File: src/rtl/gpu_pkg.sv
// Shared definitions for the GPU command path: op codes, sequencer states and the
// packed command-record layout (LSB first) used by the queue and the bus bridge.
package gpu_pkg;

    localparam logic OP_DRAW  = 1'b0;
    localparam logic OP_CLEAR = 1'b1;

    typedef enum logic [1:0] {
        ST_IDLE  = 2'd0,
        ST_SETUP = 2'd1,
        ST_FIRE  = 2'd2,
        ST_WAIT  = 2'd3
    } state_t;

    localparam int OFF_OP     = 0;
    localparam int OFF_ADDR   = 1;
    localparam int OFF_ADDR_X = 33;
    localparam int OFF_ADDR_Y = 49;
    localparam int OFF_IMG_W  = 65;
    localparam int OFF_WIDTH  = 81;

    // Offsets past OFF_WIDTH depend on the framebuffer-derived widths w and h.
    function automatic int off_x(input int w);
        return OFF_WIDTH + w;
    endfunction

    function automatic int off_height(input int w);
        return OFF_WIDTH + 2 * w;
    endfunction

    function automatic int off_y(input int w, input int h);
        return OFF_WIDTH + 2 * w + h;
    endfunction

    function automatic int off_clear_color(input int w, input int h);
        return OFF_WIDTH + 2 * w + 2 * h;
    endfunction

    function automatic int rec_width(input int w, input int h);
        return OFF_WIDTH + 2 * w + 2 * h + 16;
    endfunction

endpackage

File: src/rtl/gpu_cmd_fifo.sv
// Synchronous FIFO, DEPTH entries (power of two), head presented combinationally.
// Push is dropped when full and pop when empty; simultaneous push and pop both complete.
module gpu_cmd_fifo #(
    parameter int DEPTH = 8,
    parameter int DW    = 8
) (
    input  logic                     clk,
    input  logic                     reset,
    input  logic                     push,
    input  logic [DW-1:0]            wdata,
    input  logic                     pop,
    output logic [DW-1:0]            rdata,
    output logic                     full,
    output logic                     empty,
    output logic [$clog2(DEPTH):0]   level
);

    localparam int AW = $clog2(DEPTH);

    logic [DW-1:0] mem [DEPTH];
    logic [AW-1:0] wr_ptr;
    logic [AW-1:0] rd_ptr;
    logic [AW:0]   count;
    logic          do_push;
    logic          do_pop;

    assign do_push = push && !full;
    assign do_pop  = pop && !empty;

    always_ff @(posedge clk) begin
        if (reset) begin
            wr_ptr <= '0;
            rd_ptr <= '0;
            count  <= '0;
        end else begin
            if (do_push) wr_ptr <= wr_ptr + 1'b1;
            if (do_pop)  rd_ptr <= rd_ptr + 1'b1;
            case ({do_push, do_pop})
                2'b10:   count <= count + 1'b1;
                2'b01:   count <= count - 1'b1;
                default: count <= count;
            endcase
        end
    end

    always_ff @(posedge clk) begin
        if (do_push) mem[wr_ptr] <= wdata;
    end

    assign rdata = mem[rd_ptr];
    assign full  = (count == (AW + 1)'(DEPTH));
    assign empty = (count == '0);
    assign level = count;

endmodule

File: src/rtl/gpu_cmd_queue.sv
// Buffers draw/clear commands and replays each to the GPU as setup/strobe/wait; GPU_CMDQ_STATS_EN builds the counters.
// Strobe 3 cycles after a push into an idle queue, min 4 cycles between strobes; cmd_ready = FIFO not full.
module gpu_cmd_queue
    import gpu_pkg::*;
#(
    parameter  int FB_WIDTH  = 400,
    parameter  int FB_HEIGHT = 240,
    parameter  int DEPTH     = 8,
    localparam int W         = $clog2(FB_WIDTH) + 2,
    localparam int H         = $clog2(FB_HEIGHT) + 2
) (
    input  logic                   clk,
    input  logic                   reset,
    input  logic                   cmd_valid,
    output logic                   cmd_ready,
    input  logic                   cmd_op,
    input  logic [31:0]            cmd_address,
    input  logic [15:0]            cmd_address_x,
    input  logic [15:0]            cmd_address_y,
    input  logic [15:0]            cmd_image_width,
    input  logic [W-1:0]           cmd_width,
    input  logic [W-1:0]           cmd_x,
    input  logic [H-1:0]           cmd_height,
    input  logic [H-1:0]           cmd_y,
    input  logic [15:0]            cmd_clear_color,
    output logic [$clog2(DEPTH):0] q_level,
    output logic                   q_idle,
    output logic [31:0]            ctrl_address,
    output logic [15:0]            ctrl_address_x,
    output logic [15:0]            ctrl_address_y,
    output logic [15:0]            ctrl_image_width,
    output logic [W-1:0]           ctrl_width,
    output logic [W-1:0]           ctrl_x,
    output logic [H-1:0]           ctrl_height,
    output logic [H-1:0]           ctrl_y,
    output logic [15:0]            ctrl_clear_color,
    output logic                   ctrl_draw,
    output logic                   ctrl_clear,
    input  logic                   gpu_busy,
    output logic [31:0]            stat_cmds,
    output logic [31:0]            stat_stalls
);

    localparam int RW    = rec_width(W, H);
    localparam int O_X   = off_x(W);
    localparam int O_HGT = off_height(W);
    localparam int O_Y   = off_y(W, H);
    localparam int O_CC  = off_clear_color(W, H);

    logic [RW-1:0] push_rec;
    logic [RW-1:0] head;
    logic          full;
    logic          empty;
    logic          pop;
    logic          fire_next;
    logic          ctrl_op;
    state_t        state;
    state_t        next_state;

    assign push_rec = {cmd_clear_color, cmd_y, cmd_height, cmd_x, cmd_width,
                       cmd_image_width, cmd_address_y, cmd_address_x, cmd_address, cmd_op};

    gpu_cmd_fifo #(.DEPTH(DEPTH), .DW(RW)) u_fifo (
        .clk   (clk),
        .reset (reset),
        .push  (cmd_valid),
        .wdata (push_rec),
        .pop   (pop),
        .rdata (head),
        .full  (full),
        .empty (empty),
        .level (q_level)
    );

    assign cmd_ready = !full;
    assign q_idle    = empty && (state == ST_IDLE) && !gpu_busy;

    always_ff @(posedge clk) begin
        if (reset) state <= ST_IDLE;
        else       state <= next_state;
    end

    always_comb begin
        next_state = state;
        case (state)
            ST_IDLE:  if (!empty)   next_state = ST_SETUP;
            ST_SETUP: if (!gpu_busy) next_state = ST_FIRE;
            ST_FIRE:                next_state = ST_WAIT;
            ST_WAIT:  if (!gpu_busy) next_state = ST_IDLE;
            default:                next_state = ST_IDLE;
        endcase
    end

    always_comb begin
        pop       = (state == ST_IDLE) && !empty;
        fire_next = (state == ST_SETUP) && !gpu_busy;
    end

    // A CLEAR only touches the colour, so draw fields from the previous DRAW persist.
    always_ff @(posedge clk) begin
        if (reset) begin
            ctrl_op          <= OP_DRAW;
            ctrl_address     <= '0;
            ctrl_address_x   <= '0;
            ctrl_address_y   <= '0;
            ctrl_image_width <= '0;
            ctrl_width       <= '0;
            ctrl_x           <= '0;
            ctrl_height      <= '0;
            ctrl_y           <= '0;
            ctrl_clear_color <= '0;
            ctrl_draw        <= 1'b0;
            ctrl_clear       <= 1'b0;
        end else begin
            ctrl_draw  <= fire_next && (ctrl_op == OP_DRAW);
            ctrl_clear <= fire_next && (ctrl_op == OP_CLEAR);
            if (pop) begin
                ctrl_op <= head[OFF_OP];
                if (head[OFF_OP] == OP_DRAW) begin
                    ctrl_address     <= head[OFF_ADDR +: 32];
                    ctrl_address_x   <= head[OFF_ADDR_X +: 16];
                    ctrl_address_y   <= head[OFF_ADDR_Y +: 16];
                    ctrl_image_width <= head[OFF_IMG_W +: 16];
                    ctrl_width       <= head[OFF_WIDTH +: W];
                    ctrl_x           <= head[O_X +: W];
                    ctrl_height      <= head[O_HGT +: H];
                    ctrl_y           <= head[O_Y +: H];
                end else begin
                    ctrl_clear_color <= head[O_CC +: 16];
                end
            end
        end
    end

`ifdef GPU_CMDQ_STATS_EN
    always_ff @(posedge clk) begin
        if (reset) begin
            stat_cmds   <= '0;
            stat_stalls <= '0;
        end else begin
            if (state == ST_FIRE)        stat_cmds   <= stat_cmds + 1'b1;
            if (cmd_valid && !cmd_ready) stat_stalls <= stat_stalls + 1'b1;
        end
    end
`else
    assign stat_cmds   = '0;
    assign stat_stalls = '0;
`endif

endmodule

File: config.mk
export PLATFORM = sky130hd
export DESIGN_NAME = gpu_cmd_queue
export DESIGN_NICKNAME = d
export VERILOG_FILES = /design/src/rtl/gpu_pkg.sv /design/src/rtl/gpu_cmd_fifo.sv /design/src/rtl/gpu_cmd_queue.sv
export SDC_FILE = /design/constraint.sdc
export NUM_CORES = 1
export LEC_CHECK = 0
export BUFFER_PORTS_ARGS = -buffer_cell sky130_fd_sc_hd__buf_2
export CAP_MARGIN = 40
export CELL_PAD_IN_SITES_DETAIL_PLACEMENT = 0
export CELL_PAD_IN_SITES_GLOBAL_PLACEMENT = 2
export CORE_ASPECT_RATIO = 1.25
export CORE_MARGIN = 4
export CORE_UTILIZATION = 42
export DETAILED_ROUTE_END_ITERATION = 8
export GPL_ROUTABILITY_DRIVEN = 0
export PLACE_DENSITY = 0.77
export SLEW_MARGIN = 25
export SYNTH_ARGS = -nofsm -noshare
export SYNTH_HDL_FRONTEND = slang
export SYNTH_HIERARCHICAL = 1
export SYNTH_SLANG_ARGS = --single-unit
File: constraint.sdc
create_clock -name clk -period 16.4 [get_ports clk]
set_input_delay 1.64 -clock clk [delete_from_list [all_inputs] [get_ports clk]]
set_output_delay 1.64 -clock clk [all_outputs]
set_load 0.01 [all_outputs]
==> results.json <==
{
  "outcome": "complete, no violations",
  "clockRootBuffer": "clkbuf_16",
  "synth-edff-count": 1112,
  "path_class": "reg2reg",
  "min_path_type": "reg2reg",
  "dieArea_um2": 120000,
  "period_share_pct": 25.7,
  "place_ws_ns": 11.89,
  "cts_tree": "done",
  "synth.distinct_cells": 39,
  "grt_max_degree": 125,
  "wl_per_cell_um": 24.9,
  "synth_cells": 2374,
  "path_delay_family": "buffers and inverters",
  "r2r_slack_ns": 12.18,
  "hold_violations": 0,
  "fmax_mhz": 237,
  "grt_pass1_vias": 24700,
  "synthTopCellsByArea": "edfxtp_1 (70%), mux4_2 (13%), dfxtp_1 (6.5%), mux2_2 (3.3%), nand2_1 (2.2%)",
  "relSlewSlack_pct": 27.4,
  "fin_tns_setup_ns": 0,
  "dr.pass1.iters": 5,
  "first_iter_violations": 1567,
  "setup_slack_ns": 12.18,
  "clockBufferDepth": 3,
  "synth_ff_type": "edfxtp_1",
  "avgSynthCellArea_um2": 20.2,
  "drive_gt1_share_pct": 34.3,
  "crit_top_cell": "buf_4",
  "holdPathStages": 2,
  "initial_core_util_pct": 42.3,
  "cts_resized": 0,
  "dp_hpwl_mm": 57.5,
  "clkLatencyLatePin_ns": 0.72,
  "fp.dieH_um": 386,
  "slowest_stage": "buf_4",
  "cp_max_fo": 68,
  "final_cells": 4291,
  "synth_warnings": 6,
  "final_nets": 2857,
  "synth_area_um2": 47900,
  "r2r_end": "ctrl_x[6]",
  "reg2reg_depth": 8,
  "ir_drop_v": 0.0000865,
  "track_usage_pct": 18.0,
  "vias": 22900,
  "worstHoldStart": "ctrl_address[15]",
  "tightest_slew_ns": 1.09,
  "final_max_slew_viol_count": 0,
  "dp_cells": 4049,
  "cp.arrival_ns": 4.86,
  "antenna_found_initial": 39,
  "drc": 0,
  "power_density_nw_per_um2": 150,
  "synth.top_cell.area_share_pct": 69.7,
  "hold_end": "ctrl_address[15]",
  "p_leak_nw": 17.9,
  "rsz0062_at_grt": "no",
  "io_buffers": 288,
  "hold_ws_ns": 0.452,
  "grt_pass1_wl_mm": 159,
  "yosysTopAreaCell": "edfxtp_1",
  "h-tree-depth": 3,
  "cp_cell_sequence": "buf_4 -> mux4_2 -> mux2_2 -> nor3b_4 -> buf_6 -> buf_4 -> nand2_1 -> a21oi_1",
  "synth-seq-cells": 1268,
  "async_flop_share_pct": 0,
  "setup_viol": 0,
  "clkSinkCount": 1268,
  "critPathLaunchType": "register",
  "grt-ovfl-total": 0,
  "postCtsHoldBufs": 0,
  "cts_buffers": 120,
  "routed_wl_mm": 107,
  "clkTransAtPathRegs_ns": 0.06,
  "areaGrowthSynthToFinish_pct": 15.2,
  "fin_skew_ns": 0.0229,
  "critPathMaxStageDelay_ns": 0.77,
  "num_rows": 138,
  "ant_nets": 0,
  "cts_setup_buffers": 0,
  "crit_buf_inv": 3,
  "maxCapViolCount": 0,
  "die_w_um": 310,
  "period_needed_ns": 4.22,
  "cp_data_required_time_ns": 17.04,
  "avgViaCountPerCell": 5.35,
  "core-area_um2": 113000,
  "postLayoutCoreUtil_pct": 48.7,
  "ys_seq_area_share_pct": 76.2,
  "end_kind": "register",
  "io_pins": 353
}
cells in the final DEF (no fill, tap or decap), types with 10 or more instances in the layout:
| cell type | n |
|---|---|
| nor2_1 | 12 |
| buf_4 | 21 |
| buf_16 | 12 |
| conb_1 | 64 |
| nand2_1 | 281 |
| ha_1 | 10 |
| clkinv_1 | 16 |
| mux4_2 | 278 |
| diode_2 | 12 |
| buf_2 | 287 |
| buf_12 | 11 |
| bufinv_16 | 17 |
| a21oi_1 | 143 |
| clkbuf_8 | 15 |
| mux2_2 | 141 |
| dfxtp_1 | 153 |
| clkinv_2 | 19 |
| clkbuf_1 | 17 |
| edfxtp_1 | 1112 |
| clkbuf_16 | 121 |
flip-flops by register name, indices dropped and copies added, names as in the netlist, 2 cells and up, named ones only:
register,flops
u_fifo/level,4
ctrl_clear_color,16
u_fifo/mem,1112
ctrl_width,11
ctrl_address,32
state,2
u_fifo/rd_ptr,3
ctrl_address_y,16
ctrl_address_x,16
u_fifo/wr_ptr,3
ctrl_height,10
ctrl_y,10
ctrl_image_width,16
ctrl_x,11
worst register-to-register path, cell delays in order, from the launching register on:
cell,delay (ns)
dfxtp_4,0.71
buf_4,0.59
mux4_2,0.57
mux2_2,0.33
nor3b_4,0.20
buf_6,0.57
buf_4,0.85
nand2_1,0.17
a21oi_1,0.16
metal layers:
layer	wire length, um	track usage, %
met3	6350	4.06
met1	44300	23.3
met5	174	0
met2	54100	31.0
met4	1850	4.48
cell families after synthesis:
group | count (synthesis) | share of synthesized area, %
mux | 421 | 16.4
flops | 1268 | 76.2
buf+inv | 195 | 2.65
other cells | 1 | 0.00783
compound gates | 151 | 1.62
fa+ha+maj | 10 | 0.261
simple gates | 321 | 2.67
xor+xnor | 7 | 0.128
Yosys cell counts, types with 5 or more instances:
library cell	n
nor3_1	5
nor2_1	15
dfxtp_1	156
mux4_2	278
buf_4	72
buf_6	33
mux2_2	141
clkbuf_1	51
ha_1	10
buf_1	18
a21oi_1	143
xor2_1	6
nand2_1	281
buf_2	17
edfxtp_1	1112
report_power, final:
part	leakage (nW)	total, W	internal [W]	switching (W)
Clock	2.03	0.00287	0.00169	0.00118
Sequential	11.4	0.00390	0.00378	0.000122
Combinational	4.46	0.00148	0.000665	0.000813
layout make-up:
cell class,count,area [um^2]
Clock inverter,74,850
Antenna cell,12,30.0
Fill cell,9267,58100
Clock buffer,153,3300
Sequential cell,1268,36500
Multi-Input combinational cell,974,10400
Inverter,4,15.0
Timing Repair Buffer,336,2200
Tap cell,1470,1840
how the worst max path moves through the flow:
stage / depth (start not counted) / end / slack, ns / from
5_1_grt: 8 / ctrl_width[5] / 11.81 / register
4_1_cts: 8 / ctrl_y[3] / 12.05 / register
2_1_floorplan: 2 / u_fifo/mem[0][0] / 0.60 / cmd_valid
6_report: 8 / ctrl_x[6] / 12.18 / register
3_3_place_gp: 5 / u_fifo/mem[5][61] / 11.39 / cmd_valid
3_5_place_dp: 5 / u_fifo/mem[5][15] / 11.89 / cmd_valid
per-stage QoR:
step           cell area, um^2  total power [W]
2_1_floorplan            48100          0.00506
3_3_place_gp             50600          0.00542
3_5_place_dp             50900          0.00549
4_1_cts                  55100          0.00837
5_1_grt                  55100          0.00864
6_report                 55200          0.00825
Power figures use the tool's default switching activity.
